File: config.mk
export PLATFORM = sky130hd
export DESIGN_NAME = ballot_unit
export DESIGN_NICKNAME = d
export VERILOG_FILES = /design/src/rtl/evm_pkg.sv /design/src/rtl/btn_sync.sv /design/src/rtl/ballot_unit.sv
export SDC_FILE = /design/constraint.sdc
export NUM_CORES = 1
export LEC_CHECK = 0
export BUFFER_PORTS_ARGS = -buffer_cell sky130_fd_sc_hd__buf_4
export CORE_UTILIZATION = 55
export CTS_BUF_LIST = sky130_fd_sc_hd__clkbuf_4 sky130_fd_sc_hd__clkbuf_8
export CTS_CLUSTER_DIAMETER = 150
export DETAILED_ROUTE_END_ITERATION = 6
export PLACE_DENSITY = 0.88
export SLEW_MARGIN = 20
export SYNTH_ARGS = -nofsm -noshare
export SYNTH_HDL_FRONTEND = slang
export SYNTH_SLANG_ARGS = --single-unit
File: constraint.sdc
create_clock -name clk -period 2.4 [get_ports clk]
set_input_delay 0.36 -clock clk [delete_from_list [all_inputs] [get_ports clk]]
set_output_delay 0.36 -clock clk [all_outputs]
set_load 0.05 [all_outputs]
File: src/rtl/evm_pkg.sv
`default_nettype none
// ============================================================================
// Module      : evm_pkg
// Description : Shared types and constants for the ballot unit: FSM state
//               encoding, candidate count/width, vote counter width and
//               small one-hot helper functions.
// Revision    : 1.0 - initial release
// ============================================================================
package evm_pkg;

    localparam int NUM_CAND   = 4;
    localparam int CAND_W     = 2;
    localparam int VOTE_CNT_W = 16;

    typedef enum logic [2:0] {
        IDLE     = 3'd0,
        ARMED    = 3'd1,
        DEBOUNCE = 3'd2,
        COMMIT   = 3'd3,
        RELEASE  = 3'd4,
        CLOSED   = 3'd5
    } state_t;

    // True when exactly one candidate button is pressed
    function automatic logic is_onehot(input logic [NUM_CAND-1:0] v);
        int n;
        n = 0;
        for (int k = 0; k < NUM_CAND; k++) begin
            if (v[k]) n = n + 1;
        end
        return (n == 1);
    endfunction

    // Index of the (single) set bit; only meaningful when is_onehot() holds
    function automatic logic [CAND_W-1:0] onehot_idx(input logic [NUM_CAND-1:0] v);
        logic [CAND_W-1:0] idx;
        idx = '0;
        for (int k = 0; k < NUM_CAND; k++) begin
            if (v[k]) idx = CAND_W'(k);
        end
        return idx;
    endfunction

    // Button mask that corresponds to a latched candidate index
    function automatic logic [NUM_CAND-1:0] sel_mask(input logic [CAND_W-1:0] idx);
        return NUM_CAND'(1) << idx;
    endfunction

endpackage
`default_nettype wire

File: src/rtl/btn_sync.sv
`default_nettype none
// ============================================================================
// Module      : btn_sync
// Description : Two-flop synchroniser for a bus of independent asynchronous
//               level inputs (each bit synchronised on its own).
// Revision    : 1.0 - initial release
// ============================================================================
module btn_sync #(
    parameter int WIDTH = 4
) (
    input  logic             clk,
    input  logic             reset_n,
    input  logic [WIDTH-1:0] d,
    output logic [WIDTH-1:0] q
);

    logic [WIDTH-1:0] r_meta;
    logic [WIDTH-1:0] r_sync;

    // Metastability stage followed by the stable output stage
    always_ff @(posedge clk or negedge reset_n) begin
        if (!reset_n) begin
            r_meta <= '0;
            r_sync <= '0;
        end else begin
            r_meta <= d;
            r_sync <= r_meta;
        end
    end

    assign q = r_sync;

endmodule
`default_nettype wire

File: src/rtl/ballot_unit.sv
`default_nettype none
// ============================================================================
// Module      : ballot_unit
// Description : Voting-machine ballot unit. Opens a ballot on an officer
//               pulse, debounces a single candidate button press, hands the
//               vote to the counter with a valid/ready handshake, and blocks
//               repeat votes until the button is released.
//               Optional feature macro: BALLOT_TIMEOUT_EN (open ballots expire
//               after TIMEOUT_CYCLES and pulse timeout).
// Revision    : 1.0 - initial release
// ============================================================================
module ballot_unit
    import evm_pkg::*;
#(
    parameter int DEBOUNCE_CYCLES = 16,
    parameter int TIMEOUT_CYCLES  = 1000
) (
    input  logic                  clk,
    input  logic                  reset_n,
    input  logic                  ballot_issue,
    input  logic [NUM_CAND-1:0]   btn,
    input  logic                  poll_close,
    input  logic                  vote_ready,
    output logic                  vote_valid,
    output logic [CAND_W-1:0]     vote_sel,
    output logic                  ballot_lamp,
    output logic                  timeout,
    output logic [VOTE_CNT_W-1:0] total_votes
);

    localparam int DB_W = (DEBOUNCE_CYCLES > 1) ? $clog2(DEBOUNCE_CYCLES) : 1;

    state_t                r_state;
    logic [CAND_W-1:0]     r_sel;
    logic [DB_W-1:0]       r_db_cnt;
    logic                  r_valid;
    logic                  r_lamp;
    logic                  r_timeout;
    logic                  r_close_pend;
    logic [VOTE_CNT_W-1:0] r_total;
    logic [NUM_CAND-1:0]   w_sb;
    logic                  w_expire;
    logic                  w_sb_match;

    btn_sync #(
        .WIDTH (NUM_CAND)
    ) u_btn_sync (
        .clk     (clk),
        .reset_n (reset_n),
        .d       (btn),
        .q       (w_sb)
    );

    assign w_sb_match = (w_sb == sel_mask(r_sel));

`ifdef BALLOT_TIMEOUT_EN
    localparam int TO_W = (TIMEOUT_CYCLES > 1) ? $clog2(TIMEOUT_CYCLES) : 1;

    logic [TO_W-1:0] r_to_cnt;

    // Ballot-open timer: zero outside an open ballot, so it restarts on ARMED entry
    always_ff @(posedge clk or negedge reset_n) begin
        if (!reset_n) begin
            r_to_cnt <= '0;
        end else if (r_state == ARMED || r_state == DEBOUNCE) begin
            r_to_cnt <= r_to_cnt + TO_W'(1);
        end else begin
            r_to_cnt <= '0;
        end
    end

    assign w_expire = (r_state == ARMED || r_state == DEBOUNCE) &&
                      (r_to_cnt == TO_W'(TIMEOUT_CYCLES - 1));
`else
    logic w_unused_timeout_cfg;

    // Ballots never expire in this build
    assign w_expire             = 1'b0;
    assign w_unused_timeout_cfg = (TIMEOUT_CYCLES > 0);
`endif

    // Ballot FSM with registered handshake, lamp and timeout outputs
    always_ff @(posedge clk or negedge reset_n) begin
        if (!reset_n) begin
            r_state      <= IDLE;
            r_sel        <= '0;
            r_db_cnt     <= '0;
            r_valid      <= 1'b0;
            r_lamp       <= 1'b0;
            r_timeout    <= 1'b0;
            r_close_pend <= 1'b0;
            r_total      <= '0;
        end else begin
            r_timeout <= 1'b0;
            case (r_state)
                IDLE: begin
                    if (poll_close) begin
                        r_state <= CLOSED;
                        r_lamp  <= 1'b0;
                    end else if (ballot_issue) begin
                        r_state <= ARMED;
                        r_lamp  <= 1'b1;
                    end
                end
                ARMED: begin
                    if (poll_close) begin
                        r_state <= CLOSED;
                        r_lamp  <= 1'b0;
                    end else if (w_expire) begin
                        r_state   <= IDLE;
                        r_lamp    <= 1'b0;
                        r_timeout <= 1'b1;
                    end else if (is_onehot(w_sb)) begin
                        r_sel    <= onehot_idx(w_sb);
                        r_db_cnt <= '0;
                        r_state  <= DEBOUNCE;
                    end
                end
                DEBOUNCE: begin
                    if (poll_close) begin
                        r_state <= CLOSED;
                        r_lamp  <= 1'b0;
                    end else if (w_expire) begin
                        r_state   <= IDLE;
                        r_lamp    <= 1'b0;
                        r_timeout <= 1'b1;
                    end else if (w_sb_match) begin
                        if (r_db_cnt == DB_W'(DEBOUNCE_CYCLES - 1)) begin
                            r_state  <= COMMIT;
                            r_valid  <= 1'b1;
                            r_lamp   <= 1'b0;
                            r_db_cnt <= '0;
                        end else begin
                            r_db_cnt <= r_db_cnt + DB_W'(1);
                        end
                    end else begin
                        // Bounce or a different button: start over
                        r_state  <= ARMED;
                        r_db_cnt <= '0;
                    end
                end
                COMMIT: begin
                    // A close request during the handshake is remembered and
                    // honoured once the vote has been accepted
                    if (poll_close) r_close_pend <= 1'b1;
                    if (vote_ready) begin
                        r_valid      <= 1'b0;
                        r_close_pend <= 1'b0;
                        if (r_total != {VOTE_CNT_W{1'b1}}) begin
                            r_total <= r_total + VOTE_CNT_W'(1);
                        end
                        r_state <= (poll_close || r_close_pend) ? CLOSED : RELEASE;
                    end
                end
                RELEASE: begin
                    if (poll_close) begin
                        r_state <= CLOSED;
                    end else if (w_sb == '0) begin
                        r_state <= IDLE;
                    end
                end
                CLOSED: begin
                    r_state <= CLOSED;
                    r_valid <= 1'b0;
                    r_lamp  <= 1'b0;
                end
                default: begin
                    r_state <= IDLE;
                    r_valid <= 1'b0;
                    r_lamp  <= 1'b0;
                end
            endcase
        end
    end

    assign vote_valid  = r_valid;
    assign vote_sel    = r_sel;
    assign ballot_lamp = r_lamp;
    assign timeout     = r_timeout;
    assign total_votes = r_total;

endmodule
`default_nettype wire

---- Word-level counts from Yosys, hierarchy flattened ----
Index checks and enable logic that the tools add are counted.
word-level totals
  bits in registers ....................... 36
  latch bits .............................. 0
  bits in writable memories ............... 0
  ROM bits ................................ 0
  output and inout port bits .............. 21
  memories ................................ 0
operators by class
  add/sub/neg operators ................... 5
  multipliers ............................. 0
  divide/modulo/power cells ............... 0
  $lt $le $gt $ge ......................... 0
  eq/ne operators ......................... 22
  shift-type cells ........................ 1
  multiplexer cells ....................... 47
  bitwise logic cells ..................... 3
  reductions and logical operators ........ 14
operators with widths
  operator                 count
  $mux W32                 11
  $add A32 B2 Y32 const B  3
  $eq A32 B2 Y1 const B    1
  $mux W3                  10
  $mux W4                  5
  $pmux W3 S6              1
  $add A16 B1 Y16 const B  1
  $ne A16 B16 Y1 const B   1
  $mux W1                  15
  $ne A3 B3 Y1 const B     5
  $reduce_and A5 Y1        3
  $ne A2 B2 Y1 const B     7
  $pmux W4 S2              1
  $eq A3 B2 Y1 const B     2
  $eq A3 B3 Y1 const B     2
  $reduce_and A3 Y1        2
  $add A4 B1 Y4 const B    1
  $eq A4 B4 Y1             1
  $eq A4 B4 Y1 const B     1
  $logic_not A4 Y1         1
  $mux W2                  2
  $ne A4 B4 Y1 const B     1
  $pmux W1 S4              1
  $reduce_and A4 Y1        1
  other kinds (10)         13

---- Logic depth before layout (Yosys ltp) ----
Gate-level depths: netlist of the first run.
  depth after elaboration ................. 19
  gate-level depth with buffers ........... 9
  gate-level depth less buffers ........... 9

---- Cells and area by module ----
Synthesis of the first run repeated with hierarchy kept, for this count alone.
second synthesis, totals
  cells, all modules ...................... 183
  area, all modules ....................... 1,884.3 µm²
by module, submodules not included
  module       times used  cells each  area each (µm²)
  ballot_unit  1           175         1,684.1
  btn_sync     1           8           200.2

---- Worst setup path after synthesis of the first run ----
Ideal clock, no wire load.
  kind .................................... register to register
  from .................................... reg u_btn_sync.r_sync[0], in the netlist u_btn_sync.q[0]
  to ...................................... reg r_db_cnt[1]
  setup time .............................. 122 ps
  data arrival time ....................... 2,037 ps
  data required time ...................... 2,278 ps
  slack ................................... 241 ps
  stages on the path, launching flop included .. 10
  buffers on the path ..................... 0
  period minus slack after synthesis ...... 2,159 ps
  path through ............................ dfrtp_1 inv_1 ha_1 xor2_1 ha_1 nor2b_1 mux4_2 nand3_2 and2_1 o21ai_1
on the way
  word-level cells in the longest chain between the ends .. 18
  elaborated cells on any way between the ends .. 22
  those cells by class .................... add/sub (3); eq/ne (3); mux (15); reduce/logical (1)
RTL lines
  element                      line                RTL
  start: declaration           btn_sync.sv:18      logic [WIDTH-1:0] r_sync;
  start signal: assignment     btn_sync.sv:27      r_sync <= r_meta;
  $mux W1                      evm_pkg.sv:29       if (v[k]) n = n + 1;
  $mux W32                     ballot_unit.sv:106  if (poll_close) begin
  $mux W32                     ballot_unit.sv:95   case (r_state)
  $add A32 B2 Y32              evm_pkg.sv:29
  $mux W32                     evm_pkg.sv:29
  $mux W32                     ballot_unit.sv:106
  $mux W32                     ballot_unit.sv:95
  $add A32 B2 Y32              evm_pkg.sv:29
  (+2 left out)                -
  $mux W32                     ballot_unit.sv:95
  $add A32 B2 Y32              evm_pkg.sv:29
  $mux W32                     evm_pkg.sv:29
  $mux W32                     ballot_unit.sv:106
  $mux W32                     ballot_unit.sv:95
  $eq A32 B2 Y1                evm_pkg.sv:31       return (n == 1);
  $ne A2 B2 Y1 (no line)       -
  $reduce_and A4 Y1 (no line)  -
  end signal: assignment       ballot_unit.sv:134  r_db_cnt <= r_db_cnt + DB_W'(1);
  end: declaration             ballot_unit.sv:35   logic [DB_W-1:0] r_db_cnt;
Parallel ways exist; a longest one is shown, timed or not. The select of a mux whose other input is x is not followed.
A chain may end at the register's enable or synchronous reset.

---- Worst setup path in the final report of the first run ----
  from .................................... reg u_btn_sync.r_sync[0], in the netlist u_btn_sync.q[0]
  to ...................................... reg r_state[1]
on the way
  word-level cells in the longest chain between the ends .. 18
  elaborated cells on any way between the ends .. 25
  those cells by class .................... add/sub (3); eq/ne (5); mux (15); reduce/logical (2)
RTL lines
  element                      line                RTL
  $mux W1                      evm_pkg.sv:29
  $mux W32                     ballot_unit.sv:106
  $mux W32                     ballot_unit.sv:95
  $add A32 B2 Y32              evm_pkg.sv:29
  $mux W32                     evm_pkg.sv:29
  $mux W32                     ballot_unit.sv:106
  $mux W32                     ballot_unit.sv:95
  $add A32 B2 Y32              evm_pkg.sv:29
  (+2 left out)                -
  $mux W32                     ballot_unit.sv:95
  $add A32 B2 Y32              evm_pkg.sv:29
  $mux W32                     evm_pkg.sv:29
  $mux W32                     ballot_unit.sv:106
  $mux W32                     ballot_unit.sv:95
  $eq A32 B2 Y1                evm_pkg.sv:31
  $ne A3 B3 Y1 (no line)       -
  $reduce_and A5 Y1 (no line)  -
  end signal: assignment       ballot_unit.sv:152  r_state <= (poll_close || r_close_pend) ? CLOSED : RELEASE;
  end: declaration             ballot_unit.sv:33   state_t r_state;
Parallel ways exist; a longest one is shown, timed or not. The select of a mux whose other input is x is not followed.

==> metrics.md, run 1 <==
| Metric | Value |
|---|---|
| RSZ-0062 raised after global routing | false |
| Slowest CP cell | mux4_2 |
| Crit share post-route | 0.949 |
| Worst-skew pair later-pin latency | between 300 and 400 ps |
| Port buffer count | 28 |
| Combinational Power Share | 0.321 |
| Clock-pin slew on the worst setup and hold paths | roughly 100 ps |
| Die width | about 62 µm |
| Total power draw | 0.00179 W |
| Tot GR Track Use | 0.209 |
| Synth Register Bits | 36 |
| Endpoints failing setup | 0 |
| Avg WL per Cell | roughly 13 µm |
| Drt first pass iters | 4 |
| Worst hold margin | roughly 120 ps |
| Max-cap violations | 0 |
| Critical path buffer and inverter count | 1 |
| Final setup TNS | 0 ps |
| Crit path DAT | about 2500 ps |
| Post-DP HPWL | 2490 µm |
| Seq pwr share | 0.477 |
| Post-synthesis mux area share | 0.0191 |
| CTS H-tree depth | 2 |
| Longest Clk Path Bufs | 2 |
| CP required | between 2000 and 3000 ps |
| Die ar. | 3810 µm² |
| Number of synthesis warnings | 0 |
| Fin. max-slew vios | 0 |
| DR DRC count | 0 |
| Ys flop type | dfrtp_1 |
| Simple-Gate Fraction of Synth Area | 0.246 |
| Global-route wire length before repair | between 5000 and 6000 µm |
| Diode count | 0 |
| FF-to-FF setup slack | roughly 120 ps |
| Minimum clock period | 2280 ps |
| Async SR Flop Fraction | 1.00 |
| DP Area | roughly 2200 µm² |
| Fin. Hold Viols | 0 |
| Skew final | 7.56 ps |
| Clk sinks | 36 |
| Seq/Total Area, Yosys | 0.459 |
| Area delta synth->final | 16.6% |
| CP peak stage delay | a little over 500 ps |
| HP Class | in2reg |
| Io pins | 30 |
| Yosys cell types | 57 |
| Post-route design area | roughly 2300 µm² |
| Kind of cell adding the most delay to the critical path | adder cells |
| Core box area | about 3400 µm² |
| Crit path launch type | flop |
| TritonCTS clock tree | built |
| Max Fanout on Critical Path | 6 |
| Pin count of the biggest net entering global routing | 37 |
| Die height | 61.7 µm |
| Cells after Synth | roughly 190 |
| Peak VDD IR | ~0.37 mV |
| Pleak | between 1 and 1.5 nW |
| Critical Path, Cell by Cell | inv_1 > ha_2 > xor2_1 > ha_1 > nor2b_1 > mux4_2 > nand2_1 > a21oi_1 > o32a_1 |
| Synth Cell Area | approximately 2000 µm² |
| DRT iter0 DRCs | 86 |
| Fin nets | between 200 and 250 |
| Power Internal | roughly 0.0011 W |
| Synth Area in Compound Gates | 0.133 |
| Via count | ~1.5k |
| Syn Nets | approximately 200 |
| WL final | approximately 3500 µm |
| Clock share of power | 0.202 |
| Worst setup EP type | flop |
| Final GP Congestion | about 0.81 |
| Switching pwr | between 0.0006 and 0.0007 W |
| Kind of critical path | reg2reg |
| P per Cell Area | between 700 and 800 nW/µm² |
| Adder-cell share of the synthesized area | 0.0319 |
| Initial antenna violation count | 0 |
| Xor/xnor cell area share of the yosys netlist | 0.0797 |
| Combinational family with the most area after synthesis | simple AND/OR/NAND/NOR gates |
| Filler instances | approximately 280 |
| Vias in the first global route | ~1.3k |
| CTS Root Cell | clkbuf_4 |
| Routed Antenna Nets | 0 |
| Share of layout cells above drive strength 1 | 0.251 |
| Via-per-instance ratio | approximately 5.7 |
| Sw frac | 0.388 |
| Fmax | about 440 MHz |
| Most common cell after layout, fill and taps aside | dfrtp_1 |
| Outcome | finished, final reports clean |
| Syn_area_per_cell | ~10 µm² |
| Overflow after GRT | 0 |
| Row count | 21 |
| CTS Buf Count | 5 |
| Most frequent cells in the layout | dfrtp_1 (36), buf_4 (29), nand2_1 (16), nor2_1 (12), nand3_1 (12) |
| Initial core utilization | 0.579 |
| EDFF count, synth | 0 |
==> synthesized netlist by cell type (2+ instances only) <==
cell | n | share of area
and3b_1 | 3 | 0.013
xnor2_1 | 8 | 0.036
buf_2 | 2 | 0.0051
buf_4 | 3 | 0.011
ha_1 | 5 | 0.032
a22oi_1 | 3 | 0.011
o21ai_1 | 2 | 0.0051
nand3b_1 | 3 | 0.011
nor3_1 | 2 | 0.0051
nand4_1 | 2 | 0.0064
inv_1 | 6 | 0.011
nand2b_1 | 2 | 0.0064
nor2_1 | 12 | 0.023
and2_1 | 2 | 0.0064
nand3_1 | 12 | 0.031
nor2_2 | 2 | 0.0064
nor3b_1 | 3 | 0.011
dfrtp_1 | 36 | 0.46
nor2b_1 | 3 | 0.0096
xor2_1 | 8 | 0.036
nor4_1 | 2 | 0.0064
o22ai_1 | 3 | 0.0096
nand3_2 | 2 | 0.010
a21oi_1 | 9 | 0.023
o21ai_0 | 5 | 0.013
nand2_1 | 16 | 0.031
==> per-layer routing <==
metal  track usage  share of wire  vias to the layer above
li1              -              -                      736
met1         0.281           0.46                      726
met2         0.312           0.46                       43
met3        0.0476          0.047                       10
met4         0.124          0.029                        0
met5             0              0                        -
==> final cells by class <==
class | instances | area (µm²) | share of cell area
Clock buffer | 8 | 66.3 | 0.0290
Inverter | 6 | 22.5 | 0.00984
Multi-Input combinational cell | 139 | 1010 | 0.443
Sequential cell | 36 | 901 | 0.394
Tap cell | 46 | 57.6 | 0.0252
Timing Repair Buffer | 30 | 228 | 0.0995
==> cells by family after synthesis <==
family | Yosys count
muxes | 2
adders and majority gates | 5
xor gates and xnor gates | 17
DFF | 36
buffers and inverters | 12
other | 1
AOI/OAI and AO/OA | 37
and+or+nand+nor | 77
==> worst register-to-register path, stage by stage (launching register included) <==
cell and delay [ps]:
dfrtp_1 410, inv_1 100, ha_2 310, xor2_1 150, ha_1 300, nor2b_1 40
mux4_2 510, nand2_1 80, a21oi_1 80, o32a_1 180
==> worst paths after layout <==
check | start | to | depth (start not counted)
min reg2reg | u_btn_sync.r_meta[2] | u_btn_sync.q[2] | 0
min | btn[2] | u_btn_sync.r_meta[2] | 1
max reg2reg | u_btn_sync.q[0] | r_state[1] | 9
max | u_btn_sync.q[0] | r_state[1] | 9
min in group asynchronous | reset_n | r_db_cnt[3] | 2
max in group asynchronous | reset_n | total_votes[11] | 2
==> power by group through the flow <==
stage / sequential (W) / combinational, W / clock, W
after floorplan: 0.000939 / 0.000345 / 0
after global placement: 0.000862 / 0.000558 / 0
after detailed placement: 0.000865 / 0.000569 / 0
after CTS: 0.000853 / 0.000573 / 0.000372
after global routing: 0.000880 / 0.000624 / 0.000396
final: 0.000854 / 0.000576 / 0.000362
==> per-stage QoR <==
step / instances / setup slack, ps / util
floorplan: 187 / 241 / -
global placement: 255 / 178 / 0.647
detailed placement: 255 / 99.7 / 0.647
CTS: 264 / 88.3 / 0.670
global route: 265 / 3.65 / 0.675
finish: 265 / 122 / 0.675
==> flip-flops by register name (all words and copies together) (netlist names) <==
| register | cells |
|---|---|
| ballot_lamp | 1 |
| vote_sel | 2 |
| vote_valid | 1 |
| total_votes | 16 |
| u_btn_sync.r_meta | 4 |
| r_state | 3 |
| r_close_pend | 1 |
| r_db_cnt | 4 |
| u_btn_sync.q | 4 |
==> timing repair <==
item / 4_1_cts / 5_1_grt
hold endpoints to repair: 36 / 0
endpoints found under the setup margin: 0 / 3
buffers inserted: 0 / 1
hold buffers: 1 / 0
resized for setup: 0 / 2
(Power assumes the default switching activity.)
==> inputs of run 2 (changes only) <==
--- a/config.mk
+++ b/config.mk
@@ -5,12 +5,14 @@
 export SDC_FILE = /design/constraint.sdc
 export NUM_CORES = 1
 export LEC_CHECK = 0
+export ABC_AREA = 1
 export BUFFER_PORTS_ARGS = -buffer_cell sky130_fd_sc_hd__buf_4
 export CORE_UTILIZATION = 55
 export CTS_BUF_LIST = sky130_fd_sc_hd__clkbuf_4 sky130_fd_sc_hd__clkbuf_8
 export CTS_CLUSTER_DIAMETER = 150
 export DETAILED_ROUTE_END_ITERATION = 6
-export PLACE_DENSITY = 0.88
+export PLACE_DENSITY = 0.87
+export RECOVER_POWER = 50
 export SLEW_MARGIN = 20
 export SYNTH_ARGS = -nofsm -noshare
 export SYNTH_HDL_FRONTEND = slang
==> metrics.md, run 2 <==
| Metric | Value |
|---|---|
| Outcome | finished, violations left |
| Violated checks | max-capacitance violations, max-slew violations |
| Seq/Total Area, Yosys | 0.412 |
| Most frequent cells after synthesis | nand2_1 (89), dfrtp_1 (36), inv_1 (35) |
| Final GP Congestion | approximately 0.86 |
| P per Cell Area | roughly 1000 nW/µm² |
| CTS resizes | 0 |
| Clk sinks | 36 |
| Combinational Power Share | 0.430 |
| # hold bufs at CTS | 0 |
| Sw frac | 0.456 |
| Routed Antenna Nets | 0 |
| Die ar. | roughly 4200 µm² |
| TritonCTS clock tree | built |
| EDFF count, synth | 0 |
| Via-per-instance ratio | around 5.2 |
| Drt first pass iters | 4 |
| Max FFs per register | 16 |
| Post-DP HPWL | around 3100 µm |
| Pleak | 1.34 nW |
| Clock-pin slew on the worst setup and hold paths | roughly 70 ps |
| Max-cap violations | 1 |
| Critical Path, Cell by Cell | inv_1 > ha_1 > nor2_1 > nor2_1 > ha_1 > nor2_1 > o21ai_0 > nand2_1 > nand3_2 > nand2_2 > inv_1 > nand2_1 > nand2_1 |
| Total power draw | roughly 0.0026 W |
| Avg WL per Cell | around 12 µm |
| Die height | 65.0 µm |
| Async SR Flop Fraction | 1.00 |
| Worst-skew pair later-pin latency | around 300 ps |
| Ys flop type | dfrtp_1 |
| Synth top area share | 0.412 |
| Longest Clk Path Bufs | 2 |
| Io pins | 30 |
| Overflow after GRT | 0 |
| Core box area | ~3700 µm² |
| Filler instances | roughly 320 |
| Switching pwr | between 0.001 and 0.0015 W |
| Global-route wire length before repair | approximately 7400 µm |
| Kind of critical path | reg2reg |
| Slowest CP cell | dfrtp_1 |
| Number of synthesis warnings | 0 |
| Fmax | around 470 MHz |
| CP required | between 2000 and 3000 ps |
| Seq pwr share | 0.359 |
| Endpoints failing setup | 0 |
| Most frequent cells in the layout | nand2_1 (89), inv_1 (36), dfrtp_1 (36), nor2_1 (28), nand3_1 (28) |
| Tot GR Track Use | 0.230 |
| CP peak stage delay | around 390 ps |
| Most common cell after layout, fill and taps aside | nand2_1 |
| RSZ-0062 raised after global routing | false |
| DR DRC count | 0 |
| Cells after Synth | slightly below 300 |
| Die width | around 65 µm |
| Slew headroom | -0.225 |
| Power Internal | between 0.001 and 0.0015 W |
| CTS Buf Count | 5 |
| DP Cell Count | 360 |
| Minimum clock period | 2110 ps |
| DRT iter0 DRCs | ~110 |
| Initial antenna violation count | 0 |
| Vias in the first global route | about 1.8k |
| Syn Nets | between 300 and 400 |
| CTS Root Cell | clkbuf_8 |
| Synth area leader | dfrtp_1 |
| PnR worst setup slack | approximately 290 ps |
| Pin count of the biggest net entering global routing | 37 |
| Crit share post-route | 0.881 |
| Worst setup EP type | flop |
| Max Fanout on Critical Path | 6 |
| Clock share of power | 0.211 |
| Setup Fix Bufs, Post-CTS | 0 |
| Fin. max-slew vios | 37 |
| Syn_area_per_cell | ~7.6 µm² |
| Slew @ Worst Pin | around 1800 ps |
| FF-to-FF path depth | 13 |
| Row count | 22 |
| Fin. Hold Viols | 0 |
| Place WS | 296 ps |
| Yosys cell types | 33 |
| Crit path DAT | between 2000 and 2500 ps |
| Area delta synth->final | 15.1% |
| Port buffer count | 28 |
| Count leader, synth | nand2_1 |
| Peak VDD IR | about 0.81 mV |
| Initial core utilization | 0.584 |
| Hold path depth | 1 |
| Synth Register Bits | 36 |
| Synth Cell Area | approximately 2200 µm² |
| HP Class | in2reg |
| Skew final | slightly above 9 ps |
| Via count | 1909 |
| Area contributors post-synth | dfrtp_1 (41%), nand2_1 (15%), nand3_1 (6.4%) |
| CTS H-tree depth | 2 |
| WL final | around 4300 µm |
| Final setup TNS | 0 ps |
| Diode count | 0 |
| Share of layout cells above drive strength 1 | 0.156 |
| Fin nets | roughly 330 |
| Crit path launch type | flop |
| Fin cells | about 370 |
## run 2: worst paths after layout
check                                startpoint                   end  slack, ps
setup / recovery                u_btn_sync.q[1]           r_db_cnt[1]        290
hold / removal                           btn[3]  u_btn_sync.r_meta[3]        190
setup reg to reg                u_btn_sync.q[1]           r_db_cnt[1]        290
hold reg to reg            u_btn_sync.r_meta[1]       u_btn_sync.q[1]        350
max in group asynchronous               reset_n        total_votes[5]        790
min in group asynchronous               reset_n           vote_sel[1]        550
## run 2: power by group through the flow
stage | Sequential (W) | Clock, W | Combinational [W]
final | 0.000918 | 0.000541 | 0.00110
after global routing | 0.000941 | 0.000574 | 0.00121
after CTS | 0.000916 | 0.000548 | 0.00111
after detailed placement | 0.000926 | 0 | 0.00110
after global placement | 0.000925 | 0 | 0.00107
after floorplan | 0.00120 | 0 | 0.000531
## run 2: area by class of cell
type	count	area (µm²)	share of cell area
Multi-Input combinational cell	210	1100	0.436
Tap cell	48	60.1	0.0239
Sequential cell	36	901	0.358
Inverter	38	145	0.0577
Clock buffer	5	68.8	0.0273
Clock inverter	3	42.5	0.0169
Timing Repair Buffer	28	203	0.0806
## run 2: cell families after synthesis
family          Yosys count  share of synthesized area
flops                    36                      0.412
xor+xnor                 13                     0.0555
buf+inv                  43                     0.0864
compound gates           23                     0.0578
other cells               1                    0.00172
simple gates            168                      0.358
fa+ha+maj                 5                     0.0286
## run 2: per-stage QoR
step / utilization / hold WS (ps) / instance area, µm²
floorplan: - / 64.4 / 2190
global placement: 0.644 / 334 / 2410
detailed placement: 0.644 / 335 / 2410
CTS: 0.674 / 13.7 / 2520
global route: 0.672 / 181 / 2520
finish: 0.672 / 187 / 2520
## run 2: worst max-delay path: cells and delay by family (launching register included)
| kind | cells | cell delay [ps] |
|---|---|---|
| AO/OA/AOI/OAI | 1 | 90 |
| adder cells (fa/ha/maj) | 2 | 590 |
| buffers and inverters | 2 | 150 |
| flip-flops | 1 | 390 |
| AND/OR/NAND/NOR | 8 | 790 |
## run 2: routing by layer
layer  GRT usage  share of wire  up-vias
met5           0              0        -
met4       0.106          0.020        0
met3      0.0440          0.042        9
met2       0.414           0.50       55
li1            -              -      970
met1       0.260           0.44      875
